## src/rtl/mem_pkg.sv

```systemverilog
// Shared definitions for the store path: func3 store encodings, the
// store_beat_unit FSM states, and width/legality helpers.
package mem_pkg;

  localparam logic [2:0] F3_SB = 3'b000;
  localparam logic [2:0] F3_SH = 3'b001;
  localparam logic [2:0] F3_SW = 3'b010;
  localparam logic [2:0] F3_SD = 3'b011;

  typedef enum logic [2:0] {
    ST_IDLE  = 3'd0,
    ST_BEAT0 = 3'd1,
    ST_BEAT1 = 3'd2,
    ST_DONE  = 3'd3,
    ST_ERR   = 3'd4
  } state_t;

  // Bytes per bus beat.
  function automatic int nb_of(input int xlen);
    return xlen / 8;
  endfunction

  // Number of byte-offset bits inside one beat.
  function automatic int off_of(input int xlen);
    return $clog2(xlen / 8);
  endfunction

  // Store size in bytes encoded by func3[1:0].
  function automatic int size_of(input logic [2:0] f3);
    return int'(32'd1 << f3[1:0]);
  endfunction

  // Legality of a raw request: bad encoding, wider than the bus, or a
  // word-crossing store when splitting is disabled.
  function automatic logic req_illegal(input logic [2:0] f3, input int off,
                                       input int nb, input bit allow_split);
    int size;
    size = size_of(f3);
    return f3[2] || (size > nb) || (!allow_split && ((off + size) > nb));
  endfunction

endpackage

```

## src/rtl/store_lane_shift.sv

```systemverilog
// Combinational lane shifter: places right-justified store data into byte
// lanes across a double-width window and builds the matching byte mask.
module store_lane_shift
  import mem_pkg::*;
#(
  parameter int XLEN = 32
) (
  input  logic [XLEN-1:0]            data,
  input  logic [off_of(XLEN)-1:0]    off,
  input  logic [2:0]                 func3,
  output logic [2*XLEN-1:0]          wide_data,
  output logic [2*nb_of(XLEN)-1:0]   wide_mask,
  output logic                       two_beat,
  output logic                       illegal
);

  localparam int NB = nb_of(XLEN);

  logic [2*NB-1:0]   base_mask;
  logic [2*XLEN-1:0] trunc;
  int                size;

  // Truncate to the store size, then shift data and mask up by the byte offset
  always_comb begin
    size      = size_of(func3);
    base_mask = '0;
    trunc     = '0;
    for (int i = 0; i < NB; i++) begin
      base_mask[i]     = (i < size);
      trunc[8*i +: 8]  = (i < size) ? data[8*i +: 8] : 8'h00;
    end
    wide_mask = base_mask << off;
    wide_data = trunc << {off, 3'b000};
    two_beat  = |wide_mask[2*NB-1:NB];
    illegal   = func3[2] || (size > NB);
  end

endmodule

```

## src/rtl/store_beat_unit.sv

```systemverilog
// Store beat unit: accepts one store request, then emits one or two
// lane-aligned memory beats (splitting word-crossing stores) and reports
// completion or rejection with a single-cycle pulse.
module store_beat_unit
  import mem_pkg::*;
#(
  parameter int XLEN           = 32,
  parameter int AW             = 32,
  parameter int ALLOW_MISALIGN = 1
) (
  input  logic                clk,
  input  logic                rst,
  input  logic                req_valid,
  output logic                req_ready,
  input  logic [XLEN-1:0]     store_data,
  input  logic [AW-1:0]       addr,
  input  logic [2:0]          func3,
  output logic                mem_valid,
  input  logic                mem_ready,
  output logic [AW-1:0]       mem_addr,
  output logic [XLEN-1:0]     mem_wdata,
  output logic [XLEN/8-1:0]   w_mask,
  output logic                store_done,
  output logic                store_err
);

  localparam int NB  = nb_of(XLEN);
  localparam int OFF = off_of(XLEN);

  state_t            state;
  state_t            state_next;
  logic [XLEN-1:0]   req_data;
  logic [AW-1:0]     req_addr;
  logic [2:0]        req_func3;
  logic [2*XLEN-1:0] wide_data;
  logic [2*NB-1:0]   wide_mask;
  logic              two_beat;
  logic              illegal;
  logic [AW-1:0]     beat_base;
  logic              accept;
  logic              req_bad;

  assign accept    = req_valid && (state == ST_IDLE);
  assign req_bad   = req_illegal(func3, int'(addr[OFF-1:0]), NB, (ALLOW_MISALIGN != 0));
  assign beat_base = {req_addr[AW-1:OFF], {OFF{1'b0}}};

  store_lane_shift #(.XLEN(XLEN)) u_shift (
    .data      (req_data),
    .off       (req_addr[OFF-1:0]),
    .func3     (req_func3),
    .wide_data (wide_data),
    .wide_mask (wide_mask),
    .two_beat  (two_beat),
    .illegal   (illegal)
  );

  // State register and request capture; the request is held for the whole store
  always_ff @(posedge clk) begin
    if (rst) begin
      state     <= ST_IDLE;
      req_data  <= '0;
      req_addr  <= '0;
      req_func3 <= 3'b000;
    end else begin
      state <= state_next;
      if (accept) begin
        req_data  <= store_data;
        req_addr  <= addr;
        req_func3 <= func3;
      end else begin
        req_data  <= req_data;
        req_addr  <= req_addr;
        req_func3 <= req_func3;
      end
    end
  end

  // Next-state and output decode; outputs depend only on registered state,
  // so beats stay stable while mem_ready is low
  always_comb begin
    state_next = state;
    req_ready  = 1'b0;
    mem_valid  = 1'b0;
    mem_addr   = '0;
    mem_wdata  = '0;
    w_mask     = '0;
    store_done = 1'b0;
    store_err  = 1'b0;
    case (state)
      ST_IDLE: begin
        req_ready = 1'b1;
        if (req_valid) begin
          state_next = req_bad ? ST_ERR : ST_BEAT0;
        end else begin
          state_next = ST_IDLE;
        end
      end
      ST_BEAT0: begin
        // illegal never reaches this state; gating keeps a corrupted
        // request from ever producing a write
        mem_valid = !illegal;
        mem_addr  = beat_base;
        mem_wdata = wide_data[XLEN-1:0];
        w_mask    = wide_mask[NB-1:0];
        if (mem_ready) begin
          state_next = two_beat ? ST_BEAT1 : ST_DONE;
        end else begin
          state_next = ST_BEAT0;
        end
      end
      ST_BEAT1: begin
        mem_valid = !illegal;
        mem_addr  = beat_base + AW'(NB);
        mem_wdata = wide_data[2*XLEN-1:XLEN];
        w_mask    = wide_mask[2*NB-1:NB];
        if (mem_ready) begin
          state_next = ST_DONE;
        end else begin
          state_next = ST_BEAT1;
        end
      end
      ST_DONE: begin
        store_done = 1'b1;
        state_next = ST_IDLE;
      end
      ST_ERR: begin
        store_err  = 1'b1;
        state_next = ST_IDLE;
      end
      default: begin
        state_next = ST_IDLE;
      end
    endcase
  end

endmodule

```

## config.mk

```make
export PLATFORM = sky130hd
export DESIGN_NAME = store_beat_unit
export DESIGN_NICKNAME = d
export VERILOG_FILES = /design/src/rtl/mem_pkg.sv /design/src/rtl/store_lane_shift.sv /design/src/rtl/store_beat_unit.sv
export SDC_FILE = /design/constraint.sdc
export NUM_CORES = 1
export LEC_CHECK = 0
export ABC_AREA = 1
export BUFFER_PORTS_ARGS = -buffer_cell sky130_fd_sc_hd__buf_2
export CORE_MARGIN = 10
export CORE_UTILIZATION = 38
export CTS_CLUSTER_DIAMETER = 120
export DETAILED_ROUTE_END_ITERATION = 16
export PLACE_DENSITY = 0.61
export SETUP_SLACK_MARGIN = 0.2
export SYNTH_ARGS = -nofsm -noshare
export SYNTH_HDL_FRONTEND = slang
export SYNTH_SLANG_ARGS = --single-unit
```

## constraint.sdc

```tcl
create_clock -name clk -period 1.7 [get_ports clk]
set_clock_uncertainty 0.15 [all_clocks]
set_input_delay 0.255 -clock clk [delete_from_list [all_inputs] [get_ports clk]]
set_output_delay 0.255 -clock clk [all_outputs]
set_load 0.01 [all_outputs]
```

==> results of run 1 <==
-- worst max-delay path by stage --
stage,endpoint,depth (start not counted)
3_5_place_dp,mem_wdata[6],7
5_1_grt,mem_wdata[4],7
2_1_floorplan,mem_wdata[16],6
4_1_cts,mem_addr[15],8
3_3_place_gp,mem_wdata[6],6
6_report,mem_addr[29],10
-- power groups by stage --
stage / Combinational (W) / Sequential, W / Clock (W)
2_1_floorplan: 0.000900 / 0.00195 / 0
3_3_place_gp: 0.00143 / 0.00198 / 0
5_1_grt: 0.00268 / 0.00203 / 0.00207
6_report: 0.00255 / 0.00202 / 0.00201
4_1_cts: 0.00215 / 0.00199 / 0.00199
3_5_place_dp: 0.00145 / 0.00198 / 0
-- area by class of cell --
| cell class | count | area share [%] |
|---|---|---|
| Clock buffer | 12 | 2.83 |
| Clock inverter | 4 | 0.498 |
| Inverter | 80 | 4.13 |
| Multi-Input combinational cell | 538 | 45.6 |
| Sequential cell | 70 | 16.2 |
| Tap cell | 168 | 2.32 |
| Timing Repair Buffer | 284 | 27.9 |
| Timing Repair inverter | 2 | 0.442 |
-- through the flow --
stage	hold slack, ns	total power [W]	TNS, ns
after floorplan	0.249	0.00285	0
after CTS	0.00747	0.00613	-24.81
after global placement	0.318	0.00340	-2.74
after detailed placement	0.322	0.00343	-3.93
final	-0.000990	0.00658	-33.92
after global routing	0.00912	0.00678	-42.36
-- what timing repair did --
item                       CTS  global route
gates resized for setup    320           170
pin swaps                   68            67
setup endpoints to repair  129           139
buffers inserted            28            19
gates cloned                15             6
-- critical path: stages (launching register included) --
cell     delay, ns
dfxtp_4       0.39
buf_4         0.13
nand2_4       0.04
nor2_4        0.14
nand2_4       0.10
nor2_4        0.18
nand2_1       0.10
nand2_1       0.07
nand3_1       0.06
nand2_1       0.10
buf_2         0.15
-- metal layers --
layer	global-route usage (%)	routed length [um]	vias up
met4	12.5	1150	0
li1	-	-	2947
met3	5.60	1610	77
met2	41.1	11600	358
met5	0	0	-
met1	25.3	8660	3021
-- sequential cells by signal (all words and copies together) (netlist names) --
register   count
req_addr      32
req_data      32
state          3
req_func3      3
-- cell usage in the layout (no fill, tap or decap), types with 3 or more instances in the layout --
cell type  Yosys  final
o22ai_4        0      4
buf_8          0      6
inv_16         0      3
nor2_1       119     30
nor3_2         0      3
inv_1         76     61
dfxtp_1       70     42
o211ai_1       9      9
a21oi_1       27     10
nor2_4         1     60
nor2_2         3     33
buf_16         0     14
o21ai_1        0     15
buf_4          4     79
o21ai_0       43     12
nand3_2        0     11
buf_6          6     38
dfxtp_2        0     15
a211oi_2      55     56
o22ai_1       25      6
o22ai_2        0     15
a21oi_2        1     17
nand3_4        0      5
inv_4          0     11
buf_12         0     13
nor3_4         0      3
clkbuf_16      0     14
buf_2          6    129
inv_2          2      3
dfxtp_4        0     13
clkinv_2       0      3
nand2_2        1     38
nand2_1      187    128
nand3_1       48     33
o21ai_2        0     16
nand2_4        0     21
-- cells by family after synthesis --
| family | count (synthesis) |
|---|---|
| AO/OA/AOI/OAI | 165 |
| XOR/XNOR | 2 |
| adder cells (fa/ha/maj) | 1 |
| buffers and inverters | 121 |
| flip-flops | 70 |
| other | 1 |
| AND/OR/NAND/NOR | 366 |
==> impl_summary.txt, run 1 <==
----------------------------------------------------
[Power]
  Leakage component of the power ... 3.78 nW
  Combinational group share of total power ... 38.7%
  Part of the power in the clock network ... 30.6%
  Total power divided by cell area ... 727 mW/mm2
  Highest ir drop seen on vdd ... 0.000538 V
  Switching Power ... 0.00236 W
  Part of the power in registers ... 30.7%
  Switching Fraction ... 35.8%
  Power Internal ... 0.00422 W

[Floorplanning]
  Effective utilization at floorplan ... 39.0%
  Overall die area ... ~0.017 mm2
  Placement Rows ... 40
  Ports placed on the boundary ... approximately 140
  Standard cell core area ... around 0.012 mm2
  Die Y-Extent ... 132 um
  Die width ... 132 um

[Logic synthesis]
  Avg Cell Area, Syn ... roughly 6.5 um2
  Yosys warnings ... 0
  Cell type with the highest aggregate area in the netlist ... dfxtp_1
  Combinational family with the most area after synthesis ... simple AND/OR/NAND/NOR gates
  Most common library cells after synthesis ... nand2_1 (187), nor2_1 (119), inv_1 (76), dfxtp_1 (70), a211oi_2 (55)
  Synthesized instance count ... 726
  Number of distinct library cells after synthesis ... 29
  Simple-Gate Fraction of Synth Area ... 30.9%
  Area share of the largest cell type after synthesis ... 29.7%
  Area fraction in compound gates after synthesis ... ~28%
  Number of flip-flops and latches in the synthesized netlist ... 70
  Mapped cell area ... 0.00473 mm2
  Commonest register cell after synthesis ... dfxtp_1
  Multiplexer share of the synthesized area ... 0%
  Cell types with the largest area share after synthesis ... dfxtp_1 (30%), nand2_1 (15%), a211oi_2 (15%)
  Seq/Total Area, Yosys ... just under 30%
  Ys async rst share ... 0%
  Xor and xnor fraction of the mapped netlist area ... 0.371%
  Count of flip-flops with a built-in enable after synthesis ... 0
  Share of synthesized cell area in full adder, half adder and majority cells ... 0.265%
  Most numerous cell in the Yosys netlist ... nand2_1

[Worst hold path]
  Endpoint, Worst Hold ... req_data[22]
  Count of cells along the worst hold path ... 3
  Worst hold path type ... in -> reg
  Hold_sp ... store_data[22]

[Status]
  Run status ... complete, but fails checks
  Violated checks ... negative hold slack, negative setup slack

[Routing]
  Via Count ... roughly 6400
  First-iteration detailed-routing DRC count ... between 600 and 700
  Count of nets left with antenna violations after detail routing ... 0
  Post-DR vias/cell ... 5.53
  Final routed DRC violation total ... 0
  Total length of routed wires ... 23000 um
  Count of TritonRoute iterations in the first routing pass ... 6
  WL/cell ... 19.9 um

[Placement]
  Placed standard-cell area ... a little over 0.006 mm2
  Routability-driven placement congestion ratio ... 0.917
  Post-detailed-placement half-perimeter wirelength ... ~14000 um
  I/O Buffers ... between 100 and 150
  Worst-case setup slack after placement ... -0.141 ns
  Inst Count DP ... roughly 1100

[CTS]
  TritonCTS buffer count ... 9
  Clock Latency Late Sink ... 0.35 ns
  Clock Sink Count ... 70
  Clock-pin slew on the worst setup and hold paths ... 0.06 ns
  CTS tree ... done
  Maximum buffer depth of the clock tree ... 2
  Root Driver ... clkbuf_16
  Number of levels the H-tree was split into ... 3
  # hold bufs at CTS ... 0

[Final layout]
  Footprint of the flip-flops and latches ... roughly 0.0015 mm2
  Count of nets after finishing ... roughly 1100
  Post-route cell area ... 0.00905 mm2
  Post-Route Utilization ... 74.7%
  ANT cells ... 0
  Number of fill cells in the layout ... approximately 860
  Proportion of layout cells with a drive suffix above 1 ... 64.3%
  Area used by multi-input combinational logic ... approximately 0.0041 mm2
  Final cell count without fillers ... 1158
  Area growth from synthesis to final layout ... 91.5%

[Setup path]
  Reg-to-reg setup timing slack ... -0.19 ns
  Length in cells of the worst reg-to-reg path ... 11
  Critical path data arrival time ... 1.81 ns
  Kind of launch point of the worst setup path ... register
  R2R Path End ... req_addr[8]
  Maximum fanout along the worst path ... 5
  CP Class ... reg -> out
  Endpoint class of the critical path ... output port
  Worst Setup SP ... req_addr[3]
  Origin of the critical flop-to-flop path ... state[2]
  CP Data Required Time ... 1.29 ns

[Timing]
  RSZ-0062 raised after global routing ... true
  Setup violation total in the final timing report ... 139
  Final worst path period share ... 130%
  Count of endpoints failing hold in the final timing report ... 1
  Worst setup margin ... -0.518 ns
  Number of max-slew violations in the final report ... 0
  Top achievable clock speed ... 451 MHz
  Clock period minus worst slack ... between 2 and 2.5 ns
  Final hold slack ... -0.000990 ns

[GRT]
  Number of global-route vias before repair ... 6490
  Overall Global Routing Usage ... 23.3%
  Grt total ovfl ... 0
  Wire length of the first global-routing pass ... 33100 um
  Antenna violations before repair ... 0
  Largest net degree at the start of global routing ... 30

[Job]
  Max_cap viols ... 0

----------------------------------------------------
(Power assumes the default switching activity.)
==> run 2, diff against run 1 <==
ABC_AREA = not set   (was 1)
PLACE_DENSITY = 0.62   (was 0.61)
==> run 2 against run 1 <==
Net effect: the run still ends with negative hold slack, negative setup slack left; final area increased by 10%; routed wire length up 39%; combinational power is 8% higher; sequential power shrank 3%; setup slack lost 0.38 ns.
==> impl_summary.txt, run 2 <==
----------------------------------------------------
[Power]
  Leakage component of the power ... 4.41 nW
  Highest ir drop seen on vdd ... 0.00123 V
  Total power divided by cell area ... 683 mW/mm2

[Timing]
  Setup violation total in the final timing report ... 140
  Top achievable clock speed ... 385 MHz
  Count of endpoints failing hold in the final timing report ... 5
  Final hold slack ... -0.0167 ns
  RSZ-0062 raised after global routing ... true
  Number of max-slew violations in the final report ... 0
  Worst setup margin ... -0.894 ns
  Transition time of the tightest slew-check pin ... ~0.70 ns
  Final worst path period share ... 153%
  Worst-case headroom to the max-slew limit ... 53.1%
  Clock period minus worst slack ... around 2.6 ns

[Routing]
  Final routed DRC violation total ... 0
  WL/cell ... 28.9 um
  Total length of routed wires ... roughly 32000 um
  Count of TritonRoute iterations in the first routing pass ... 8
  Count of nets left with antenna violations after detail routing ... 0
  Post-DR vias/cell ... 6.64
  Via Count ... 7346
  First-iteration detailed-routing DRC count ... 1231

[Logic synthesis]
  Ys async rst share ... 0%
  Count of flip-flops with a built-in enable after synthesis ... 0
  Seq/Total Area, Yosys ... 32.4%
  Number of flip-flops and latches in the synthesized netlist ... 70
  Yosys warnings ... 0
  Most common library cells after synthesis ... nand2_1 (180), a21oi_1 (99), dfxtp_1 (70), o21ai_0 (51), nor2_1 (35)
  Cell types with the largest area share after synthesis ... dfxtp_1 (32%), nand2_1 (16%), a21oi_1 (11%)
  Mapped cell area ... 0.00432 mm2
  Commonest register cell after synthesis ... dfxtp_1
  Number of distinct library cells after synthesis ... 54
  Cell type with the highest aggregate area in the netlist ... dfxtp_1
  Area share of the largest cell type after synthesis ... between 30% and 40%
  Avg Cell Area, Syn ... 6.76 um2
  Most numerous cell in the Yosys netlist ... nand2_1
  Synthesized instance count ... 639

[Worst hold path]
  Endpoint, Worst Hold ... req_data[18]
  Hold_sp ... store_data[18]
  Count of cells along the worst hold path ... 3
  Worst hold path type ... in -> reg

[Status]
  Violated checks ... negative hold slack, negative setup slack
  Run status ... complete, but fails checks

[Floorplanning]
  Ports placed on the boundary ... between 100 and 150
  Die Y-Extent ... about 130 um
  Effective utilization at floorplan ... 39.3%
  Die width ... 127 um
  Standard cell core area ... 0.0110 mm2
  Overall die area ... 0.0160 mm2
  Placement Rows ... 38

[Final layout]
  Area growth from synthesis to final layout ... 131%
  Count of nets after finishing ... 1034
  Final cell count without fillers ... 1107
  Number of fill cells in the layout ... 397
  Top flop regs ... req_addr: 32 flops, req_data: 32 flops
  ANT cells ... 0
  Most used cells in the layout excluding fill and tap cells ... buf_2 (123), buf_4 (116), nand2_4 (79)
  Post-route cell area ... 0.00998 mm2
  Leading cell type in the layout, fill and taps excluded ... buf_2
  Proportion of layout cells with a drive suffix above 1 ... 73.7%

[Job]
  Max_cap viols ... 0

[CTS]
  CTS tree ... done
  Clock Sink Count ... 70
  Maximum buffer depth of the clock tree ... 2
  Clock-pin slew on the worst setup and hold paths ... 0.07 ns
  Root Driver ... clkbuf_16
  TritonCTS buffer count ... 9
  Clock Latency Late Sink ... approximately 0.36 ns
  Number of levels the H-tree was split into ... 3

[GRT]
  Wire length of the first global-routing pass ... roughly 36000 um
  Largest net degree at the start of global routing ... 38
  Grt total ovfl ... 0
  Number of global-route vias before repair ... 6277
  Antenna violations before repair ... 0
  Overall Global Routing Usage ... 27.6%

[Setup path]
  Origin of the critical flop-to-flop path ... req_addr[0]
  Endpoint class of the critical path ... output port
  Reg-to-reg setup timing slack ... -0.35 ns
  CP Class ... reg -> out
  Maximum fanout along the worst path ... 8
  Length in cells of the worst reg-to-reg path ... 7
  CP Data Required Time ... ~1.3 ns
  R2R Path End ... state[0]
  Kind of launch point of the worst setup path ... register
  Critical path data arrival time ... 2.19 ns

[Placement]
  Inst Count DP ... roughly 990
  Post-detailed-placement half-perimeter wirelength ... 13400 um
  Placed standard-cell area ... 0.00647 mm2
  I/O Buffers ... 140
  Routability-driven placement congestion ratio ... approximately 0.97
  Worst-case setup slack after placement ... -0.289 ns

----------------------------------------------------
==> run 2: cell families after synthesis <==
logic type | Yosys count | synth area share [%]
AND/OR/NAND/NOR | 277 | 28.6
AO/OA/AOI/OAI | 214 | 28.7
flip-flops | 70 | 32.4
buffers and inverters | 62 | 6.60
multiplexers | 8 | 2.09
XOR/XNOR | 6 | 1.22
adder cells (fa/ha/maj) | 1 | 0.290
other | 1 | 0.0868
==> run 2: worst max-delay path by stage <==
stage / endpoint / startpoint / cells after the start / slack, ns
2_1_floorplan: mem_addr[29] / req_addr[19] / 6 / -0.17
3_3_place_gp: mem_addr[29] / req_addr[3] / 6 / -0.25
3_5_place_dp: mem_addr[29] / req_addr[3] / 6 / -0.29
4_1_cts: mem_addr[29] / req_addr[2] / 6 / -0.63
5_1_grt: mem_addr[29] / req_addr[22] / 8 / -0.88
6_report: mem_wdata[5] / req_addr[0] / 7 / -0.89
==> run 2: where the power goes <==
group	total (W)	internal, W	switching, W	leakage, nW
sequential	0.00196	0.00177	0.000188	0.584
combinational	0.00275	0.00132	0.00144	3.67
clock	0.00210	0.00123	0.000873	0.153
==> run 2: stage by stage <==
stage                     utilization [%]  power (W)  setup TNS, ns
final                                90.8    0.00682         -55.11
after global routing                 90.8    0.00692         -59.99
after CTS                            77.6    0.00588         -32.60
after detailed placement             58.9    0.00314         -11.17
after global placement               58.9    0.00312          -9.07
after floorplan                         -    0.00265          -3.86
==> run 2: final cells by class <==
cell class                      count  area [um2]  share of cell area, %
Multi-Input combinational cell    510        4500                   45.1
Timing Repair Buffer              368        3530                   35.4
Sequential cell                    70        1440                   14.4
Clock buffer                       11         253                   2.53
Tap cell                          140         175                   1.76
Clock inverter                      5        63.8                  0.640
Inverter                            3        11.3                  0.113
==> run 2: layer usage <==
layer	routed length (um)	GRT usage [%]	share of wire, %	up-vias
met2	14400	43.2	45	742
li1	-	-	-	2902
met5	0	0	0	-
met4	2760	12.9	8.6	0
met1	10900	35.1	34	3427
met3	3960	6.37	12	275
==> run 2: worst max-delay path: stages, from the launching register on <==
cell and delay [ns]:
dfxtp_4 0.38, buf_12 0.16, nor2_2 0.14, buf_12 0.16
a22oi_2 0.11, a21oi_1 0.47, a22o_1 0.23, buf_2 0.17
==> run 2: what timing repair did <==
item,CTS,global route
buffers inserted,33,30
hold buffers,10,2
pin swaps,55,156
gates cloned,24,5
endpoints found under the setup margin,139,140
endpoints found under the hold margin,10,2
gates resized for setup,207,281
==> run 3, diff against run 2 <==
MAX_ROUTING_LAYER = met4   (was not set)
==> run 3 against run 2 <==
Net effect: the run still ends with negative hold slack, negative setup slack left; sequential share of layout area rose by 0.058 points; hold slack improved by 0.0088 ns; clock power fell by 5%; global-route usage up 2.3 points; critical path depth unchanged; non-clock buffer count increased by 10; register-to-register slack got worse by 0.19 ns; die area stayed put; setup slack improved by 0.074 ns; first-iteration DRC count decreased by 12%; largest cell class unchanged.
==> impl_summary.txt, run 3 (synthesis gave the netlist of run 2 again) <==
----------------------------------------------------
[Final layout]
  Count of nets after finishing ... 1044
  ANT cells ... 0
  Footprint of the flip-flops and latches ... 0.00144 mm2
  Number of fill cells in the layout ... 407
  Area used by multi-input combinational logic ... between 0.004 and 0.005 mm2
  Most used cells in the layout excluding fill and tap cells ... buf_2 (122), buf_4 (110), nand2_1 (82)
  Top flop regs ... req_addr: 32 flops, req_data: 32 flops
  Proportion of layout cells with a drive suffix above 1 ... 72.4%
  Area growth from synthesis to final layout ... 130%
  Final cell count without fillers ... between 1000 and 1500
  Leading cell type in the layout, fill and taps excluded ... buf_2

[Timing]
  Worst setup margin ... -0.821 ns
  Setup TNS Final ... -54.96 ns
  Final hold slack ... -0.00785 ns
  Final worst path period share ... 148%
  Count of endpoints failing hold in the final timing report ... 2
  Setup violation total in the final timing report ... 140
  Number of max-slew violations in the final report ... 0
  Transition time of the tightest slew-check pin ... 0.727 ns
  Top achievable clock speed ... 397 MHz
  Clock period minus worst slack ... between 2 and 3 ns
  Worst-case headroom to the max-slew limit ... 51.6%
  RSZ-0062 raised after global routing ... true

[GRT]
  Largest net degree at the start of global routing ... 38
  Met3 capacity usage during global routing ... under 10%
  Wire length of the first global-routing pass ... between 30000 and 40000 um
  Antenna violations before repair ... 0
  M2 GR Usage ... 47.4%
  Overall Global Routing Usage ... 29.9%
  Number of global-route vias before repair ... around 6700
  Met1 track demand over resource in global routing ... 35.8%
  Grt total ovfl ... 0
  Global route hottest layer ... met2

[Power]
  Combinational group share of total power ... between 40 and 50%
  Highest ir drop seen on vdd ... roughly 0.00061 V
  Power Internal ... roughly 0.0042 W
  Switching Power ... 0.00246 W
  Total power divided by cell area ... 665 mW/mm2
  Part of the power in the clock network ... a little under a third
  Part of the power in registers ... approximately 29%
  Switching Fraction ... 37.2%
  Leakage component of the power ... 4.35 nW

[Status]
  Run status ... complete, but fails checks
  Violated checks ... negative hold slack, negative setup slack

[Floorplanning]
  Die width ... 127 um
  Standard cell core area ... 0.0110 mm2
  Overall die area ... approximately 0.016 mm2
  Placement Rows ... 38
  Effective utilization at floorplan ... about two fifths
  Ports placed on the boundary ... 143
  Die Y-Extent ... 127 um

[Setup path]
  CP Class ... reg -> out
  Endpoint class of the critical path ... output port
  CP Data Required Time ... approximately 1.3 ns
  Critical path data arrival time ... 2.12 ns
  Kind of launch point of the worst setup path ... register
  Maximum fanout along the worst path ... 6

[Routing]
  Total length of routed wires ... between 30000 and 40000 um
  First-iteration detailed-routing DRC count ... 1088
  Count of TritonRoute iterations in the first routing pass ... 8
  Final routed DRC violation total ... 0
  WL/cell ... 27.6 um
  Post-DR vias/cell ... 6.55
  Via Count ... 7319
  Count of nets left with antenna violations after detail routing ... 0

[CTS]
  Number of levels the H-tree was split into ... 3
  Root Driver ... clkbuf_16
  CTS tree ... done
  Maximum buffer depth of the clock tree ... 2
  TritonCTS buffer count ... 9
  Clock Sink Count ... 70
  Clock-pin slew on the worst setup and hold paths ... 0.08 ns
  Clock Latency Late Sink ... between 0.3 and 0.4 ns

[Job]
  Max_cap viols ... 0

[Worst hold path]
  Worst hold path type ... in -> reg

[Placement]
  Inst Count DP ... 991
  I/O Buffers ... between 100 and 150
  Post-detailed-placement half-perimeter wirelength ... 13600 um
  Worst-case setup slack after placement ... -0.302 ns
  Routability-driven placement congestion ratio ... ~0.97

----------------------------------------------------
run 3: cell type report:
type	count	share of cell area, %
sequential	70	14.5
timing repair buffer	378	36.7
multi-input combinational	510	44.0
clock inverter	5	0.415
inverter	3	0.113
tap	140	1.76
clock buffer	11	2.55
run 3: metal layers:
metal,share of wire [%],routed length [um]
met5,0,0
met1,35,10800
met4,7.4,2270
met3,11,3460
met2,46,14200
run 3: worst max-delay path, stage by stage, from the launching register on:
cell,delay (ns)
dfxtp_1,0.34
buf_4,0.18
and4_1,0.29
and3_1,0.21
a31oi_1,0.12
o21ai_0,0.32
o21ai_1,0.14
buf_2,0.17
run 3: power by group through the flow:
stage | Clock (W) | Sequential [W] | Combinational [W]
after floorplan | 0 | 0.00192 | 0.000734
after global placement | 0 | 0.00191 | 0.00122
after detailed placement | 0 | 0.00192 | 0.00124
after CTS | 0.00189 | 0.00189 | 0.00209
after global routing | 0.00205 | 0.00194 | 0.00274
final | 0.00200 | 0.00194 | 0.00268
run 3: what timing repair did:
action,in CTS,in global routing
setup buffers,45,26
cloned,24,2
setup endpoints to repair,139,140
endpoints found under the hold margin,11,2
hold buffers,11,2
pin swaps,72,149
gates resized for setup,234,236
run 3: path summary, 6_finish.rpt:
kind	cells after the start	from	slack [ns]	to
worst max register to register	10	req_addr[0]	-0.54	state[0]
worst max-delay path	7	req_addr[20]	-0.82	mem_addr[25]
worst min register to register	2	req_data[10]	0.37	req_data[10]
worst min-delay path	3	addr[8]	-0.008	req_addr[8]
run 3: stage by stage:
step	total power [W]	cell area (um2)	utilization (%)	hold slack [ns]
5_1_grt	0.00673	9940	90.5	-0.00703
2_1_floorplan	0.00265	5030	-	0.231
3_5_place_dp	0.00316	6510	59.3	0.332
4_1_cts	0.00588	8770	79.8	0.0000171
6_report	0.00662	9940	90.5	-0.00785
3_3_place_gp	0.00313	6510	59.3	0.325
